$ cat src/rtl/fetch_if.sv
// Bundle of the fetch stage's pipeline-control, program-memory and IF/ID signals.
// The slave view belongs to the fetch stage; the master view belongs to its surroundings.
interface fetch_if #(
    parameter int NBITS = 32
);
    logic             Stall;
    logic             Flush;
    logic             BranchTaken;
    logic [NBITS-1:0] BranchTarget;
    logic [NBITS-1:0] IMemData;
    logic [NBITS-1:0] IMemAddr;
    logic [NBITS-1:0] Instruction_ID;
    logic [NBITS-1:0] PCPlus4_ID;
    logic             Valid_ID;
    logic [5:0]       OP_ID;
    logic [4:0]       Rs_ID;
    logic [4:0]       Rt_ID;
    logic [4:0]       Rd_ID;
    logic [15:0]      Imm_ID;
    logic             AlignErr;
    logic [31:0]      FetchCount;

    modport slave (
        input  Stall, Flush, BranchTaken, BranchTarget, IMemData,
        output IMemAddr, Instruction_ID, PCPlus4_ID, Valid_ID,
               OP_ID, Rs_ID, Rt_ID, Rd_ID, Imm_ID, AlignErr, FetchCount
    );

    modport master (
        output Stall, Flush, BranchTaken, BranchTarget, IMemData,
        input  IMemAddr, Instruction_ID, PCPlus4_ID, Valid_ID,
               OP_ID, Rs_ID, Rt_ID, Rd_ID, Imm_ID, AlignErr, FetchCount
    );
endinterface

$ cat src/rtl/fetch_stage.sv
// MIPS instruction-fetch stage: owns the PC, drives program memory and holds the IF/ID register.
// Per-edge priority is redirect, then flush, then stall, then a normal sequential fetch.
module fetch_stage #(
    parameter int               NBITS    = 32,
    parameter logic [NBITS-1:0] RESET_PC = 32'h0040_0000
) (
    input  logic    clk,
    input  logic    reset,
    fetch_if.slave  bus
);
    logic [NBITS-1:0] pc_q,        pc_d;
    logic [NBITS-1:0] instr_q,     instr_d;
    logic [NBITS-1:0] pc_plus4_q,  pc_plus4_d;
    logic             valid_q,     valid_d;
    logic             align_err_q, align_err_d;
    logic [31:0]      fetch_cnt_q, fetch_cnt_d;
    logic [NBITS-1:0] pc_next_seq;

    assign pc_next_seq = pc_q + NBITS'(4);

    always_comb begin
        // NOTE: every variable gets a hold value first, so no branch can leave one
        // unassigned and infer a latch.
        pc_d        = pc_q;
        instr_d     = instr_q;
        pc_plus4_d  = pc_plus4_q;
        valid_d     = valid_q;
        align_err_d = 1'b0;
        fetch_cnt_d = fetch_cnt_q;

        if (bus.BranchTaken) begin
            pc_d        = {bus.BranchTarget[NBITS-1:2], 2'b00};
            instr_d     = '0;
            pc_plus4_d  = '0;
            valid_d     = 1'b0;
            align_err_d = |bus.BranchTarget[1:0];
        end else if (bus.Flush) begin
            instr_d    = '0;
            pc_plus4_d = '0;
            valid_d    = 1'b0;
        end else if (!bus.Stall) begin
            pc_d        = pc_next_seq;
            instr_d     = bus.IMemData;
            pc_plus4_d  = pc_next_seq;
            valid_d     = 1'b1;
            fetch_cnt_d = fetch_cnt_q + 32'd1;
        end
    end

    // The all-zero bubble word is sll $0,$0,0, an architectural NOP.
    always_ff @(posedge clk or negedge reset) begin
        if (!reset) begin
            pc_q        <= RESET_PC;
            instr_q     <= '0;
            pc_plus4_q  <= '0;
            valid_q     <= 1'b0;
            align_err_q <= 1'b0;
            fetch_cnt_q <= '0;
        end else begin
            // NOTE: non-blocking assignments so every flop samples the pre-edge values.
            pc_q        <= pc_d;
            instr_q     <= instr_d;
            pc_plus4_q  <= pc_plus4_d;
            valid_q     <= valid_d;
            align_err_q <= align_err_d;
            fetch_cnt_q <= fetch_cnt_d;
        end
    end

    assign bus.IMemAddr       = pc_q;
    assign bus.Instruction_ID = instr_q;
    assign bus.PCPlus4_ID     = pc_plus4_q;
    assign bus.Valid_ID       = valid_q;
    assign bus.AlignErr       = align_err_q;
    assign bus.FetchCount     = fetch_cnt_q;
    assign bus.OP_ID          = instr_q[31:26];
    assign bus.Rs_ID          = instr_q[25:21];
    assign bus.Rt_ID          = instr_q[20:16];
    assign bus.Rd_ID          = instr_q[15:11];
    assign bus.Imm_ID         = instr_q[15:0];
endmodule

$ cat src/flat_wrapper.sv
// flat-port wrapper written by rule: the top's interface ports become plain ports
module fetch_stage_flat 
#(
    parameter int               NBITS    = 32,
    parameter logic [NBITS-1:0] RESET_PC = 32'h0040_0000
)
  (clk, reset, bus_Stall, bus_Flush, bus_BranchTaken, bus_BranchTarget, bus_IMemData, bus_IMemAddr, bus_Instruction_ID, bus_PCPlus4_ID, bus_Valid_ID, bus_OP_ID, bus_Rs_ID, bus_Rt_ID, bus_Rd_ID, bus_Imm_ID, bus_AlignErr, bus_FetchCount);
  fetch_if #(.NBITS(NBITS)) bus_i ();
  input  logic clk;
  input  logic reset;
  input wire logic [$bits(bus_i.Stall)-1:0] bus_Stall;
  input wire logic [$bits(bus_i.Flush)-1:0] bus_Flush;
  input wire logic [$bits(bus_i.BranchTaken)-1:0] bus_BranchTaken;
  input wire logic [$bits(bus_i.BranchTarget)-1:0] bus_BranchTarget;
  input wire logic [$bits(bus_i.IMemData)-1:0] bus_IMemData;
  output wire logic [$bits(bus_i.IMemAddr)-1:0] bus_IMemAddr;
  output wire logic [$bits(bus_i.Instruction_ID)-1:0] bus_Instruction_ID;
  output wire logic [$bits(bus_i.PCPlus4_ID)-1:0] bus_PCPlus4_ID;
  output wire logic [$bits(bus_i.Valid_ID)-1:0] bus_Valid_ID;
  output wire logic [$bits(bus_i.OP_ID)-1:0] bus_OP_ID;
  output wire logic [$bits(bus_i.Rs_ID)-1:0] bus_Rs_ID;
  output wire logic [$bits(bus_i.Rt_ID)-1:0] bus_Rt_ID;
  output wire logic [$bits(bus_i.Rd_ID)-1:0] bus_Rd_ID;
  output wire logic [$bits(bus_i.Imm_ID)-1:0] bus_Imm_ID;
  output wire logic [$bits(bus_i.AlignErr)-1:0] bus_AlignErr;
  output wire logic [$bits(bus_i.FetchCount)-1:0] bus_FetchCount;
  assign bus_i.Stall = bus_Stall;
  assign bus_i.Flush = bus_Flush;
  assign bus_i.BranchTaken = bus_BranchTaken;
  assign bus_i.BranchTarget = bus_BranchTarget;
  assign bus_i.IMemData = bus_IMemData;
  assign bus_IMemAddr = bus_i.IMemAddr;
  assign bus_Instruction_ID = bus_i.Instruction_ID;
  assign bus_PCPlus4_ID = bus_i.PCPlus4_ID;
  assign bus_Valid_ID = bus_i.Valid_ID;
  assign bus_OP_ID = bus_i.OP_ID;
  assign bus_Rs_ID = bus_i.Rs_ID;
  assign bus_Rt_ID = bus_i.Rt_ID;
  assign bus_Rd_ID = bus_i.Rd_ID;
  assign bus_Imm_ID = bus_i.Imm_ID;
  assign bus_AlignErr = bus_i.AlignErr;
  assign bus_FetchCount = bus_i.FetchCount;
  fetch_stage #(.NBITS(NBITS), .RESET_PC(RESET_PC)) u_core (.clk(clk), .reset(reset), .bus(bus_i));
endmodule
$ cat config.mk
export PLATFORM = sky130hd
export DESIGN_NAME = fetch_stage_flat
export DESIGN_NICKNAME = d
export VERILOG_FILES = /design/src/rtl/fetch_if.sv /design/src/rtl/fetch_stage.sv /design/src/flat_wrapper.sv
export SDC_FILE = /design/constraint.sdc
export NUM_CORES = 1
export LEC_CHECK = 0
export ABC_AREA = 1
export BUFFER_PORTS_ARGS = -buffer_cell sky130_fd_sc_hd__buf_4
export CORE_UTILIZATION = 30
export DETAILED_ROUTE_END_ITERATION = 6
export GPL_ROUTABILITY_DRIVEN = 0
export GPL_TIMING_DRIVEN = 0
export PLACE_DENSITY_LB_ADDON = 0.12
export SYNTH_ARGS = -nofsm -noshare
export SYNTH_HDL_FRONTEND = slang
export SYNTH_SLANG_ARGS = --single-unit
$ cat constraint.sdc
create_clock -name clk -period 4 [get_ports clk]
set_input_delay 0.4 -clock clk [delete_from_list [all_inputs] [get_ports clk]]
set_output_delay 0.4 -clock clk [all_outputs]
set_load 0.1 [all_outputs]
==> impl_metrics.tcl, run 1 <==
set metrics [dict create \
    synth_seq_area_share 0.488 \
    yosysTopAreaCell "sky130_fd_sc_hd__dfrtp_1" \
    timing_hold_violations_final 0 \
    ios 236 \
    clock_insertion_delay_worst_skew_ns 0.42 \
    vias_per_cell 4.44 \
    cp.buffers_inverters 0 \
    synth.area.mux_share 0 \
    initial_cell_density_of_the_core 0.308 \
    synth-simple-area-share 0.289 \
    worst_slew_margin_rel 0.613 \
    setup_skew_after_layout_ns 0.0119 \
    num-nets-final 1115 \
    hp-start "bus_BranchTarget[4]" \
    period_share 0.426 \
    final_max_slew_violation_count 0 \
    layout-area-overhead-vs-synth_pct 41.8 \
    final_antenna_net_count 0 \
    htree_levels 4 \
    nFillCells 2169 \
    run_status "finished, final reports clean" \
    required_ns 4.31 \
    ys_seq_elements 127 \
    post_cts_sizing 0 \
    grt_first_pass_wirelength_um 31100 \
    total_power_mw 4.20 \
    worst_setup_path_start_kind "register" \
    core_region_area_mm2 0.0212 \
    total_cts_buffers 17 \
    finalHoldWorstSlack_ns 0.197 \
    cts_tree "yes" \
    crit_top_cell "sky130_fd_sc_hd__nand2_1" \
    critical_path_class "reg -> reg" \
    total_leakage_power_nw 5.02 \
    first_global_vias 5676 \
    synth_top_family_by_area "simple AND/OR/NAND/NOR gates" \
    crit_slowest_cell "sky130_fd_sc_hd__dfrtp_1" \
    grt_setup_unrepaired "no" \
    critPathTopFamily "simple AND/OR/NAND/NOR gates" \
    period_minus_slack_ns 1.71 \
    fp-row-count 53 \
    highest_clock_frequency_the_design_can_meet_ghz 0.586 \
    max-cap-violations 0 \
    worst-endpoint-arrival_ns 2.02 \
    synthesis.yosys.warnings 0 \
    synth_top_area_share 0.484 \
    avgRoutedWirePerCell_um 14.9 \
    hold_bufs_at_cts 1 \
    clock_sink_count 127 \
    fin_setup_tns_ns 0 \
    adder_and_majority_gate_portion_of_the_synthesized_area 0.00384 \
    critPathMaxFanout 4 \
    hpwl_um 15100 \
    slowest_delay_ns 0.44 \
    die_width_um 149 \
    crit_start "u_core.bus.FetchCount[0]" \
    num_antenna_cells 0 \
    cell_variety_after_synth 35 \
    port_buffers 232 \
    total_via_count_after_detailed_routing 5912 \
    tightestPinTransition_ns 0.580 \
    die_height_um 149 \
    synth-compound-area-share 0.0810 \
    layout-drive-gt1-share 0.329 \
    grt_start_max_net_pins 73 \
    worstSetupEndpointType "register" \
    grt.overflow.total 0 \
    min_path_type "in -> reg" \
    drcViolationCount 0 \
    synthCells 790 \
    cts-root-buf "sky130_fd_sc_hd__clkbuf_16" \
    detailed_place.area_mm2 0.00864 \
    post_cts.repair.setup_buffers 0 \
    die_area_mm2 0.0223 \
    final_cell_area_mm2 0.00924 \
    final_setup_violations 0 \
    antenna_found_initial 0 \
    ys_top_cells_by_area "sky130_fd_sc_hd__dfrtp_1 (48%), sky130_fd_sc_hd__nand2_1 (15%), sky130_fd_sc_hd__a22o_1 (5.1%)" \
    totalWireLength_um 19900 \
    rr_startpoint "u_core.bus.FetchCount[0]" \
    grt_usage 0.183 \
    critical_path.cell_chain "ha_1, nand3_1, nor2_1, nand3_1, nor2_2, nand2_1, nand2_1, nand2_1" \
    synth_xor_xnor_area_share 0.0309 \
    synth.cell_area_mm2 0.00652 \
    clk_pin_slew_worst_paths_ns 0.06 \
    power-per-cell-area_mw_per_mm2 455 \
    peakVddDrop_uv 247 \
    detail_route.first_pass.iterations 4 \
    first_iter_violations 209 \
    avgSynthCellArea_um2 8.25 \
    clock_path_buffers 2 \
]
logic make-up (layout without fill, tap and decap cells):
family                     count (synthesis)  count (layout)
and+or+nand+nor                          426             426
DFF                                      127             127
other                                      1               2
adders and majority gates                  2               2
AOI/OAI and AO/OA                         73              73
xor gates and xnor gates                  23              23
buffers and inverters                    138             404
metal layers:
metal | share of wire | up-vias | global-route usage
met5 | 0 | - | 0
met4 | 0.0098 | 0 | 0.0449
met3 | 0.064 | 12 | 0.0524
met2 | 0.47 | 165 | 0.297
met1 | 0.45 | 2753 | 0.238
li1 | - | 2982 | -
tightest hold or removal path, stage by stage:
cell and delay (ns):
sky130_fd_sc_hd__buf_4 0.07, sky130_fd_sc_hd__nand2_1 0.04, sky130_fd_sc_hd__nand3_1 0.06
cells in the mapped netlist:
cell and instances:
sky130_fd_sc_hd__nor2_8 2, sky130_fd_sc_hd__nor2_2 7, sky130_fd_sc_hd__ha_1 2, sky130_fd_sc_hd__nand3b_1 5, sky130_fd_sc_hd__buf_4 40, sky130_fd_sc_hd__o211ai_1 6, sky130_fd_sc_hd__nand2_1 263, sky130_fd_sc_hd__nor4_1 3
sky130_fd_sc_hd__nand3_1 49, sky130_fd_sc_hd__nor2b_1 1, sky130_fd_sc_hd__conb_1 1, sky130_fd_sc_hd__nor3_4 1, sky130_fd_sc_hd__nand3_2 3, sky130_fd_sc_hd__xor2_1 16, sky130_fd_sc_hd__nor2_4 8, sky130_fd_sc_hd__buf_2 11
sky130_fd_sc_hd__inv_2 4, sky130_fd_sc_hd__a21oi_1 5, sky130_fd_sc_hd__xnor2_1 7, sky130_fd_sc_hd__o21bai_1 1, sky130_fd_sc_hd__o21ai_0 13, sky130_fd_sc_hd__nand2_4 2, sky130_fd_sc_hd__clkbuf_1 7, sky130_fd_sc_hd__and2_1 2
sky130_fd_sc_hd__buf_6 2, sky130_fd_sc_hd__a21o_1 1, sky130_fd_sc_hd__and2_2 1, sky130_fd_sc_hd__nor2_1 67, sky130_fd_sc_hd__nand2_2 5, sky130_fd_sc_hd__a22o_1 38, sky130_fd_sc_hd__dfstp_2 1, sky130_fd_sc_hd__inv_1 74
sky130_fd_sc_hd__dfrtp_1 126, sky130_fd_sc_hd__nand4_1 7, sky130_fd_sc_hd__o21ai_1 9
placed cells by master, fill, tap and decap left out, types with 3 or more instances in the layout:
| master | n |
|---|---|
| sky130_fd_sc_hd__a21oi_1 | 5 |
| sky130_fd_sc_hd__nand2_1 | 263 |
| sky130_fd_sc_hd__dfrtp_1 | 126 |
| sky130_fd_sc_hd__nor2_4 | 8 |
| sky130_fd_sc_hd__bufinv_16 | 3 |
| sky130_fd_sc_hd__clkbuf_16 | 17 |
| sky130_fd_sc_hd__buf_4 | 271 |
| sky130_fd_sc_hd__o21ai_1 | 9 |
| sky130_fd_sc_hd__xnor2_1 | 7 |
| sky130_fd_sc_hd__o21ai_0 | 13 |
| sky130_fd_sc_hd__nand4_1 | 7 |
| sky130_fd_sc_hd__inv_1 | 74 |
| sky130_fd_sc_hd__buf_2 | 11 |
| sky130_fd_sc_hd__nand3_2 | 3 |
| sky130_fd_sc_hd__clkinv_2 | 3 |
| sky130_fd_sc_hd__nor2_1 | 67 |
| sky130_fd_sc_hd__nor4_1 | 3 |
| sky130_fd_sc_hd__nor2_2 | 7 |
| sky130_fd_sc_hd__nand3_1 | 49 |
| sky130_fd_sc_hd__clkbuf_1 | 11 |
| sky130_fd_sc_hd__xor2_1 | 16 |
| sky130_fd_sc_hd__inv_2 | 4 |
| sky130_fd_sc_hd__nand3b_1 | 5 |
| sky130_fd_sc_hd__nand2_2 | 5 |
| sky130_fd_sc_hd__buf_6 | 3 |
| sky130_fd_sc_hd__o211ai_1 | 6 |
| sky130_fd_sc_hd__a22o_1 | 38 |
final timing paths:
kind / to / slack (ns) / cells after the start
max: u_core.bus.FetchCount[24] / 2.29 / 8
min reg2reg: u_core.bus.PCPlus4_ID[3] / 0.48 / 2
min: u_core.bus.IMemAddr[4] / 0.20 / 3
max reg2reg: u_core.bus.FetchCount[24] / 2.29 / 8
min in group asynchronous: u_core.bus.FetchCount[12] / 0.52 / 2
max in group asynchronous: u_core.bus.IMemAddr[22] / 2.69 / 3
sequential cells by signal, indices dropped and copies added, names as in the netlist:
register                   flops
u_core.bus.AlignErr            1
u_core.bus.PCPlus4_ID         31
u_core.bus.Valid_ID            1
u_core.bus.FetchCount         32
u_core.bus.Instruction_ID     32
u_core.bus.IMemAddr           30
final cells by class:
| cell class | instances | area, um^2 | share of cell area |
|---|---|---|---|
| sequential | 127 | 3180 | 0.344 |
| clock inverter | 10 | 138 | 0.0149 |
| buffer | 60 | 404 | 0.0437 |
| timing repair buffer | 234 | 1780 | 0.193 |
| multi-input combinational | 526 | 2650 | 0.286 |
| clock buffer | 22 | 454 | 0.0491 |
| tap | 275 | 344 | 0.0372 |
| inverter | 78 | 293 | 0.0317 |
metrics by stage:
stage | util | setup WS, ns | cells
3_5_place_dp | 0.408 | 2.23 | 1299
2_1_floorplan | - | 1.82 | 791
6_report | 0.437 | 2.29 | 1332
5_1_grt | 0.437 | 2.12 | 1332
3_3_place_gp | 0.407 | 1.97 | 1298
4_1_cts | 0.437 | 2.28 | 1332
where the power goes:
group | switching (mW) | internal, mW
clock network | 0.583 | 0.995
registers | 0.105 | 1.36
logic | 0.900 | 0.255
total | 1.59 | 2.62
Power figures use the tool's default switching activity.
==> run 2, diff against run 1 <==
Clock period 4 ns to 1.7 ns, I/O delays scaled along.
==> impl_metrics.tcl, run 2 (synthesis gave the netlist of run 1 again) <==
set metrics [dict create \
    run_status "finished, final reports clean" \
    clock_insertion_delay_worst_skew_ns 0.42 \
    final_max_slew_violation_count 0 \
    crit_path_depth 7 \
    antenna_found_initial 0 \
    total_leakage_power_nw 5.15 \
    numPlacedInstances 1299 \
    layout.core_utilization 0.465 \
    clk_pin_slew_worst_paths_ns 0.06 \
    nFillCells 2117 \
    min_path_type "in -> reg" \
    hold_depth 3 \
    total_cts_buffers 17 \
    hpwl_um 15100 \
    cts_tree "yes" \
    avgRoutedWirePerCell_um 15.0 \
    worst-endpoint-arrival_ns 1.89 \
    grt.overflow.total 0 \
    grt_usage 0.190 \
    port_buffers 232 \
    fp-row-count 53 \
    slowest_delay_ns 0.64 \
    initial_cell_density_of_the_core 0.308 \
    critPathMaxFanout 5 \
    instances_no_fill 1374 \
    layout-area-overhead-vs-synth_pct 50.9 \
    critical_path_class "reg -> reg" \
    power-per-cell-area_mw_per_mm2 1040 \
    peakVddDrop_uv 557 \
    htree_levels 4 \
    timing_hold_violations_final 0 \
    worstSetupEndpointType "register" \
    grt_first_pass_wirelength_um 32200 \
    max-cap-violations 0 \
    required_ns 2.01 \
    period_minus_slack_ns 1.57 \
    layout-drive-gt1-share 0.373 \
    drcViolationCount 0 \
    first_iter_violations 224 \
    cts-root-buf "sky130_fd_sc_hd__clkbuf_16" \
    final_setup_violations 0 \
    crit_start "u_core.bus.IMemAddr[22]" \
    grt_start_max_net_pins 88 \
    first_global_vias 5952 \
    vias_per_cell 4.42 \
    die_area_mm2 0.0223 \
    hp-start "bus_BranchTarget[0]" \
    rr_startpoint "u_core.bus.IMemAddr[22]" \
    die_width_um 149 \
    worst_slew_margin_rel 0.590 \
    setup_skew_after_layout_ns 0.00948 \
    core_region_area_mm2 0.0212 \
    clock_sink_count 127 \
    highest_clock_frequency_the_design_can_meet_ghz 0.635 \
    cp.buffers_inverters 0 \
    layout.cells.most_common_list "sky130_fd_sc_hd__buf_4 (271), sky130_fd_sc_hd__nand2_1 (263), sky130_fd_sc_hd__inv_1 (74)" \
    totalWireLength_um 20600 \
    worst_setup_path_start_kind "register" \
    clock_path_buffers 2 \
    final_antenna_net_count 0 \
    rr_worst_depth 7 \
    layout.cells.most_common "sky130_fd_sc_hd__buf_4" \
    critical_path.cell_chain "nand2_1, nor2_1, nand2_1, nor2_2, nand3_1, nand3_1, nand2_1" \
    detail_route.first_pass.iterations 5 \
    num-nets-final 1157 \
    total_via_count_after_detailed_routing 6074 \
    die_height_um 149 \
    num_antenna_cells 0 \
    period_share 0.926 \
    critPathTopFamily "simple AND/OR/NAND/NOR gates" \
    tightestPinTransition_ns 0.615 \
    crit_slowest_cell "sky130_fd_sc_hd__dfstp_4" \
    crit_top_cell "sky130_fd_sc_hd__nand2_1" \
    ios 236 \
]
run 2: cell count changes in the layout (fill, tap and decap cells not counted), moves of 2 or more:
| cell | previous run | this run |
|---|---|---|
| sky130_fd_sc_hd__dfrtp_4 | 0 | 4 |
| sky130_fd_sc_hd__dlygate4sd3_1 | 1 | 43 |
| sky130_fd_sc_hd__inv_6 | 0 | 4 |
| sky130_fd_sc_hd__dfrtp_1 | 126 | 72 |
| sky130_fd_sc_hd__clkinv_2 | 3 | 1 |
| sky130_fd_sc_hd__ha_1 | 2 | 0 |
| sky130_fd_sc_hd__dfrtp_2 | 0 | 50 |
| sky130_fd_sc_hd__nor2_1 | 67 | 65 |
| sky130_fd_sc_hd__ha_4 | 0 | 2 |
| sky130_fd_sc_hd__clkbuf_1 | 11 | 7 |
| sky130_fd_sc_hd__nor2_4 | 8 | 10 |
run 2: worst reg2reg max path, stage by stage, from the launching register on:
cell and delay, ns:
sky130_fd_sc_hd__dfstp_4 0.64, sky130_fd_sc_hd__nand2_1 0.09, sky130_fd_sc_hd__nor2_1 0.16, sky130_fd_sc_hd__nand2_1 0.13, sky130_fd_sc_hd__nor2_2 0.17, sky130_fd_sc_hd__nand3_1 0.09
sky130_fd_sc_hd__nand3_1 0.12, sky130_fd_sc_hd__nand2_1 0.06
run 2: path summary, 6_finish.rpt:
| kind | slack, ns | end |
|---|---|---|
| hold / removal | 0.02 | u_core.bus.AlignErr |
| hold reg to reg | 0.48 | u_core.bus.PCPlus4_ID[2] |
| max in group asynchronous | 0.61 | u_core.bus.FetchCount[1] |
| setup / recovery | 0.13 | u_core.bus.PCPlus4_ID[31] |
| setup reg to reg | 0.13 | u_core.bus.PCPlus4_ID[31] |
| min in group asynchronous | 0.24 | u_core.bus.FetchCount[16] |
run 2: cell type report:
class                   instances  area, um^2  area share
flip-flops and latches        127        3260       0.331
inverters                      78         293      0.0298
clock buffers                  17         425      0.0432
well taps                     275         344      0.0350
plain buffers                  60         404      0.0411
repair buffers                276        2200       0.224
multi-input cells             526        2700       0.274
clock inverters                15         209      0.0212
run 2: power by group:
group	switching, mW	internal, mW	leakage (nW)
combinational	2.14	0.682	3.24
clock	1.47	2.47	0.301
sequential	0.257	3.25	1.62
run 2: what timing repair did:
item | 4_1_cts | 5_1_grt
hold endpoints to repair | 82 | 0
endpoints found under the setup margin | 0 | 11
hold buffers | 43 | 0
gates resized for setup | 0 | 5
buffers inserted | 0 | 0
run 2: stage by stage:
step / TNS [ns] / instance area [um^2] / hold WS, ns / worst slack (ns) / power (mW)
floorplan: 0 / 6630 / -0.126 / 0.00352 / 5.56
global placement: -18.41 / 8720 / 0.395 / -0.338 / 6.31
detailed placement: 0 / 8750 / 0.112 / 0.0925 / 6.33
CTS: 0 / 9810 / 0.0204 / 0.0776 / 10.4
global route: -0.00638 / 9840 / 0.0450 / -0.00277 / 10.7
finish: 0 / 9840 / 0.0188 / 0.126 / 10.3
run 2: metal layers:
| layer | vias up | track usage | routed length (um) |
|---|---|---|---|
| li1 | 3067 | - | - |
| met1 | 2782 | 0.242 | 8970 |
| met2 | 198 | 0.315 | 9960 |
| met3 | 27 | 0.0415 | 1320 |
| met4 | 0 | 0.0658 | 335 |
| met5 | - | 0 | 0 |
